<file path="src/rtl/edge_pulse_gen_pkg.sv">
// Shared encodings for the debounced edge/pulse generator: FSM states, mode codes
// and the edge-enable decision.
package edge_pulse_pkg;

  typedef enum logic [1:0] {
    IDLE = 2'd0,
    QUAL = 2'd1,
    HOLD = 2'd2
  } state_e;

  localparam logic [1:0] MODE_RISE = 2'b00;
  localparam logic [1:0] MODE_FALL = 2'b01;
  localparam logic [1:0] MODE_BOTH = 2'b10;
  localparam logic [1:0] MODE_OFF  = 2'b11;

  function automatic logic edge_enabled(input logic [1:0] mode, input logic rising);
    logic en;
    case (mode)
      MODE_RISE: en = rising;
      MODE_FALL: en = ~rising;
      MODE_BOTH: en = 1'b1;
      default:   en = 1'b0;
    endcase
    return en;
  endfunction

endpackage

</file>
<file path="src/rtl/edge_pulse_gen_if.sv">
// Channel-vector bus between the edge_pulse_gen block and its controller.
// The master drives raw inputs and configuration; the slave returns pulses and status.
interface edge_pulse_gen_if #(
  parameter int N_CH  = 4,
  parameter int CNT_W = 8
);
  logic [N_CH-1:0]   in;
  logic [2*N_CH-1:0] mode;
  logic [CNT_W-1:0]  deb_len;
  logic [CNT_W-1:0]  holdoff;
  logic [N_CH-1:0]   dato;
  logic [N_CH-1:0]   edge_dir;
  logic [N_CH-1:0]   lvl;
  logic [N_CH-1:0]   busy;

  modport master (
    output in, mode, deb_len, holdoff,
    input  dato, edge_dir, lvl, busy
  );

  modport slave (
    input  in, mode, deb_len, holdoff,
    output dato, edge_dir, lvl, busy
  );
endinterface

</file>
<file path="src/rtl/edge_pulse_gen_ch.sv">
// One channel: input synchroniser, debounce qualifier, one-shot pulse and holdoff.
// All outputs are registered from a single next-state computation.
module edge_pulse_ch
  import edge_pulse_pkg::*;
#(
  parameter int CNT_W       = 8,
  parameter int SYNC_STAGES = 2
) (
  input  logic             clkm,
  input  logic             reset_n,
  input  logic             i_in,
  input  logic [1:0]       i_mode,
  input  logic [CNT_W-1:0] i_deb_len,
  input  logic [CNT_W-1:0] i_holdoff,
  output logic             o_dato,
  output logic             o_edge_dir,
  output logic             o_lvl,
  output logic             o_busy
);

  logic w_s;

  generate
    if (SYNC_STAGES == 0) begin : g_nosync
      assign w_s = i_in;
    end else begin : g_sync
      logic [SYNC_STAGES-1:0] r_sync;
      // Synchroniser shift chain, bit 0 nearest the pin
      always_ff @(posedge clkm) begin
        if (!reset_n) begin
          r_sync <= '0;
        end else begin
          r_sync[0] <= i_in;
          for (int i = 1; i < SYNC_STAGES; i++) begin
            r_sync[i] <= r_sync[i-1];
          end
        end
      end
      assign w_s = r_sync[SYNC_STAGES-1];
    end
  endgenerate

  state_e           r_state, w_state_nxt;
  logic [CNT_W-1:0] r_cnt, w_cnt_nxt;
  logic             r_lvl, w_lvl_nxt;
  logic             r_dato, w_dato_nxt;
  logic             r_dir, w_dir_nxt;
  logic             r_busy;
  logic             w_accept;
  logic [CNT_W:0]   w_cnt_inc;
  logic             w_qual_done, w_hold_done, w_deb_short;

  // Limits are compared live, so lowering them mid-flight ends QUAL/HOLD at once
  assign w_cnt_inc   = {1'b0, r_cnt} + {{CNT_W{1'b0}}, 1'b1};
  assign w_qual_done = (w_cnt_inc >= {1'b0, i_deb_len});
  assign w_hold_done = (w_cnt_inc >= {1'b0, i_holdoff});
  assign w_deb_short = (i_deb_len <= CNT_W'(1));

  // Next-state, counter, level and pulse decision
  always_comb begin
    w_state_nxt = r_state;
    w_cnt_nxt   = r_cnt;
    w_lvl_nxt   = r_lvl;
    w_dato_nxt  = 1'b0;
    w_dir_nxt   = 1'b0;
    w_accept    = 1'b0;
    if (i_mode == MODE_OFF) begin
      // Tracking the level while disabled prevents a stale pulse on re-enable
      w_state_nxt = IDLE;
      w_cnt_nxt   = '0;
      w_lvl_nxt   = w_s;
    end else begin
      case (r_state)
        IDLE: begin
          if (w_s == r_lvl) begin
            w_cnt_nxt = '0;
          end else if (w_deb_short) begin
            w_accept = 1'b1;
          end else begin
            w_state_nxt = QUAL;
            w_cnt_nxt   = CNT_W'(1);
          end
        end
        QUAL: begin
          if (w_s == r_lvl) begin
            w_state_nxt = IDLE;
            w_cnt_nxt   = '0;
          end else if (w_qual_done) begin
            w_accept = 1'b1;
          end else begin
            w_cnt_nxt = w_cnt_inc[CNT_W-1:0];
          end
        end
        HOLD: begin
          if (w_hold_done) begin
            w_state_nxt = IDLE;
            w_cnt_nxt   = '0;
          end else begin
            w_cnt_nxt = w_cnt_inc[CNT_W-1:0];
          end
        end
        default: begin
          w_state_nxt = IDLE;
          w_cnt_nxt   = '0;
        end
      endcase
      if (w_accept) begin
        w_lvl_nxt   = w_s;
        w_dato_nxt  = edge_enabled(i_mode, w_s);
        w_dir_nxt   = edge_enabled(i_mode, w_s) & w_s;
        w_cnt_nxt   = '0;
        w_state_nxt = (i_holdoff != '0) ? HOLD : IDLE;
      end else begin
        w_dato_nxt = 1'b0;
      end
    end
  end

  // State and registered outputs
  always_ff @(posedge clkm) begin
    if (!reset_n) begin
      r_state <= IDLE;
      r_cnt   <= '0;
      r_lvl   <= 1'b0;
      r_dato  <= 1'b0;
      r_dir   <= 1'b0;
      r_busy  <= 1'b0;
    end else begin
      r_state <= w_state_nxt;
      r_cnt   <= w_cnt_nxt;
      r_lvl   <= w_lvl_nxt;
      r_dato  <= w_dato_nxt;
      r_dir   <= w_dir_nxt;
      r_busy  <= (w_state_nxt != IDLE);
    end
  end

  assign o_dato     = r_dato;
  assign o_edge_dir = r_dir;
  assign o_lvl      = r_lvl;
  assign o_busy     = r_busy;

endmodule

</file>
<file path="src/rtl/edge_pulse_gen.sv">
// Multi-channel debounced edge detector / one-shot generator feeding DPWM strobes.
// Channels are independent; debounce length and holdoff are shared.
module edge_pulse_gen
  import edge_pulse_pkg::*;
#(
  parameter int N_CH        = 4,
  parameter int CNT_W       = 8,
  parameter int SYNC_STAGES = 2
) (
  input logic              clkm,
  input logic              reset_n,
  edge_pulse_gen_if.slave  bus
);

  logic [N_CH-1:0] w_dato, w_dir, w_lvl, w_busy;

  generate
    for (genvar c = 0; c < N_CH; c++) begin : g_ch
      edge_pulse_ch #(
        .CNT_W       (CNT_W),
        .SYNC_STAGES (SYNC_STAGES)
      ) u_ch (
        .clkm       (clkm),
        .reset_n    (reset_n),
        .i_in       (bus.in[c]),
        .i_mode     (bus.mode[2*c +: 2]),
        .i_deb_len  (bus.deb_len),
        .i_holdoff  (bus.holdoff),
        .o_dato     (w_dato[c]),
        .o_edge_dir (w_dir[c]),
        .o_lvl      (w_lvl[c]),
        .o_busy     (w_busy[c])
      );
    end
  endgenerate

  assign bus.dato     = w_dato;
  assign bus.edge_dir = w_dir;
  assign bus.lvl      = w_lvl;
  assign bus.busy     = w_busy;

endmodule

</file>
<file path="src/flat_wrapper.sv">
// flat-port wrapper written by rule: the top's interface ports become plain ports
module edge_pulse_gen_flat import edge_pulse_pkg::*;
#(
  parameter int N_CH        = 4,
  parameter int CNT_W       = 8,
  parameter int SYNC_STAGES = 2
)
  (clkm, reset_n, bus_in, bus_mode, bus_deb_len, bus_holdoff, bus_dato, bus_edge_dir, bus_lvl, bus_busy);
  edge_pulse_gen_if #(.N_CH(N_CH), .CNT_W(CNT_W)) bus_i ();
  input logic clkm;
  input logic reset_n;
  input wire logic [$bits(bus_i.in)-1:0] bus_in;
  input wire logic [$bits(bus_i.mode)-1:0] bus_mode;
  input wire logic [$bits(bus_i.deb_len)-1:0] bus_deb_len;
  input wire logic [$bits(bus_i.holdoff)-1:0] bus_holdoff;
  output wire logic [$bits(bus_i.dato)-1:0] bus_dato;
  output wire logic [$bits(bus_i.edge_dir)-1:0] bus_edge_dir;
  output wire logic [$bits(bus_i.lvl)-1:0] bus_lvl;
  output wire logic [$bits(bus_i.busy)-1:0] bus_busy;
  assign bus_i.in = bus_in;
  assign bus_i.mode = bus_mode;
  assign bus_i.deb_len = bus_deb_len;
  assign bus_i.holdoff = bus_holdoff;
  assign bus_dato = bus_i.dato;
  assign bus_edge_dir = bus_i.edge_dir;
  assign bus_lvl = bus_i.lvl;
  assign bus_busy = bus_i.busy;
  edge_pulse_gen #(.N_CH(N_CH), .CNT_W(CNT_W), .SYNC_STAGES(SYNC_STAGES)) u_core (.clkm(clkm), .reset_n(reset_n), .bus(bus_i));
endmodule
</file>
<file path="config.mk">
export PLATFORM = sky130hd
export DESIGN_NAME = edge_pulse_gen_flat
export DESIGN_NICKNAME = d
export VERILOG_FILES = /design/src/rtl/edge_pulse_gen_pkg.sv /design/src/rtl/edge_pulse_gen_if.sv /design/src/rtl/edge_pulse_gen_ch.sv /design/src/rtl/edge_pulse_gen.sv /design/src/flat_wrapper.sv
export SDC_FILE = /design/constraint.sdc
export NUM_CORES = 1
export LEC_CHECK = 0
export ABC_AREA = 1
export BUFFER_PORTS_ARGS = -buffer_cell sky130_fd_sc_hd__buf_2
export CAP_MARGIN = 20
export CORE_AREA = 2 2 106 108
export CTS_CLUSTER_DIAMETER = 30
export DETAILED_ROUTE_END_ITERATION = 8
export DIE_AREA = 0 0 108 110
export PLACE_DENSITY = 0.71
export SLEW_MARGIN = 25
export SYNTH_ARGS = -nofsm -noshare
export SYNTH_HDL_FRONTEND = slang
export SYNTH_HIERARCHICAL = 1
export SYNTH_SLANG_ARGS = --single-unit
export TNS_END_PERCENT = 5
</file>
<file path="constraint.sdc">
create_clock -name clkm -period 4 [get_ports clkm]
set_input_delay 0.6 -clock clkm [delete_from_list [all_inputs] [get_ports clkm]]
set_output_delay 0.6 -clock clkm [all_outputs]
set_load 0.02 [all_outputs]
</file>
==> metrics.txt <==
critical path class reg2reg; EDFF count, synth 0; Pleak ~3.4 nW; Yosys top cell by area dfxtp_1; share of cells above drive strength 1 between 10% and 20%; dpl cells between 1000 and 1500; Fin. Hold Viols 0; Starting Density a little over half; Pre-antenna DRT Iters 7; Hold Path Class reg2reg; row count 38; final slew viol count 0; Post-Synthesis Cells 870; Top delay family on crit path simple AND/OR/NAND/NOR gates; WP data required between 4 and 5 ns; dpl cell area just over 6000 um2; critical path depth 15; n_diodes 0; register bit total from synthesis 64; first-pass GRT wire length 23290 um; achievable frequency about 320 MHz; DPL Wire Length 10620 um; run status finished clean; Num CTS Buffers 9; maxcap violations 0; Most used DFF post-synth dfxtp_1; CP startpoint kind register; Worst path slowest cell dfxtp_1; Crit path arrival time 3.44 ns; Final TNS setup 0 ns; max_slew headroom a little under three fifths; skew final ~0.0050 ns; I/O Buffers 45; global route total overflow 0; CTS H-tree lvls 3; vias in the first global route 4982; clock slew at reported path FFs roughly 0.07 ns; hold depth 2; Post-DRT Antenna Nets 0; Routed WL about 14000 um; chip width 108 um; PostCTS Resize Cnt 0; Core Area about 11000 um2; latest clock arrival within the worst-skew pair about 0.36 ns; crit path cell chain ha_1, nand2_2, nor2_4, xor2_1, ha_1, a21o_1, nor2_1, nor2_1, nor2_1, nand3_1, nand2_1, nand2_2, inv_2, nand2_1, a21oi_1; fin nets between 1000 and 1500; # DRC 0; CP Buf/Inv Count 1; Via density roughly 5.2; Starting DRT DRC Count roughly 270; Final setup viols 0; Tot GR Track Use between 20% and 30%; library cells used by synthesis 35; pwr/cell area 220.3 nW/um2; Commonest cells post-synth nand2_1, inv_1, ha_1, nor2_1, dfxtp_1; Post-Syn Area about 5800 um2; antenna violations before repair 0; min Tclk post-route roughly 3.2 ns; Final period util approximately 79%; sequential area share after synthesis 22.28%; Yosys top cell area share between 20% and 30%; Critical Path Max Stage Delay 0.46 ns; Layout Cells excl Fill about 1100; CP most frequent cell nor2_1; largest fanout on the critical path 13; Die H 110 um; average wire per standard cell about 13 um; RSZ-0062 raised after global routing no; Reg2Reg Depth 15; hold_buf cts 0; CTS tree done; CTS sink count 64; fraction of registers with async set/reset 0%; Synthesis Warnings 6; routed vias around 5600; post-CTS setup buffer count 0; Max IR drop VDD between 0.15 and 0.2 mV; syn_area_per_cell between 6 and 7 um2; synthesis-to-finish area growth 8.875%; Final Power approximately 0.0014 W; CTS root buffer clkbuf_8; Syn Nets 968; Worst-Margin Slew approximately 0.64 ns; Final Cell Area 6262 um2; gpl congestion 0.8995; CTS Buffer Depth 2; Die Area between 10000 and 15000 um2; # IOs 46; Synth area leaders dfxtp_1, ha_1, nand2_1, inv_1, nand4_1; largest net degree at the start of global routing 15; Critical Path End Type register; most common cell in the netlist nand2_1
stage by stage:
stage | utilization (%) | setup slack, ns | hold WS, ns
after floorplan | - | 1.600 | 0.3900
after global placement | 56.84 | 0.8510 | 0.3942
after detailed placement | 56.84 | 0.8832 | 0.3991
after CTS | 58.54 | 0.8627 | 0.3975
after global routing | 58.54 | 0.4414 | 0.4170
final | 58.54 | 0.8489 | 0.4131
flip-flops by register name (all words and copies together), names as in the netlist:
name and count:
u_core/g_ch.u_ch/o_dato 4, u_core/g_ch.u_ch/o_busy 4, u_core/g_ch.u_ch/g_sync.r_sync 8, u_core/g_ch.u_ch/o_lvl 4, u_core/g_ch.u_ch/r_cnt 32, u_core/g_ch.u_ch/o_edge_dir 4
u_core/g_ch.u_ch/r_state 8
final cells by class:
cell class / instances / area [um2]
Clock buffer: 10 / 137.6
Inverter: 156 / 585.6
Sequential cell: 64 / 1281
Fill cell: 1107 / 4436
Tap cell: 140 / 175.2
Timing Repair Buffer: 45 / 225.2
Clock inverter: 6 / 43.79
Multi-Input combinational cell: 643 / 3814
cell families after synthesis:
logic type | count (synthesis) | share of synthesized area (%)
flops | 64 | 22.28
xor+xnor | 25 | 4.329
fa+ha+maj | 68 | 14.79
compound gates | 81 | 8.332
simple gates | 469 | 38.85
buf+inv | 163 | 11.42
per-layer routing:
metal	vias to the layer above	share of wire, %	GRT usage [%]
met4	0	1.2	6.593
met5	-	0	0
met1	2468	48	33.68
li1	2954	-	-
met2	131	45	40.43
met3	13	5.3	3.939
final timing paths:
check	from	to	slack [ns]
worst min-delay path	u_core/g_ch[2].u_ch/g_sync.r_sync[0]	u_core/g_ch[2].u_ch/g_sync.r_sync[1]	0.41
worst max-delay path	u_core/g_ch[2].u_ch/r_cnt[0]	u_core/g_ch[2].u_ch/r_cnt[6]	0.85
worst max register to register	u_core/g_ch[2].u_ch/r_cnt[0]	u_core/g_ch[2].u_ch/r_cnt[6]	0.85
worst min register to register	u_core/g_ch[2].u_ch/g_sync.r_sync[0]	u_core/g_ch[2].u_ch/g_sync.r_sync[1]	0.41
cells in the final DEF (no fill, tap or decap):
master / instances
nor4_1: 9
xor2_2: 4
nor3_1: 7
nand2_1: 224
o21bai_1: 2
nand3_1: 58
nor4_2: 3
nand2_4: 4
clkbuf_8: 10
o211ai_1: 2
nor3_2: 1
nand2_2: 14
xor2_1: 18
nor2_1: 68
a21oi_2: 7
a21o_1: 7
inv_2: 12
a21oi_1: 49
dfxtp_1: 64
o21ai_2: 3
ha_1: 68
nand4_1: 63
clkinv_1: 2
a211o_1: 1
inv_1: 142
o31ai_1: 2
buf_2: 45
clkinvlp_4: 4
nand3_2: 3
o21ai_1: 4
o21ai_0: 4
nor3b_1: 2
clkinv_2: 1
nor2_2: 1
xnor2_1: 3
nor2_4: 11
inv_6: 1
nand3b_1: 1
worst register-to-register path, delay by kind of cell, from the launching register on:
family / cells / cell delay, ns
buf+inv: 1 / 0.24
compound gates: 2 / 0.33
fa+ha+maj: 2 / 0.59
simple gates: 9 / 1.09
flops: 1 / 0.46
xor+xnor: 1 / 0.37
where the power goes:
group	switching (W)	internal (W)
registers	0.00000945	0.000647
clock network	0.000280	0.000242
logic	0.000135	0.0000650
total	0.000425	0.000955
(Power assumes the default switching activity.)
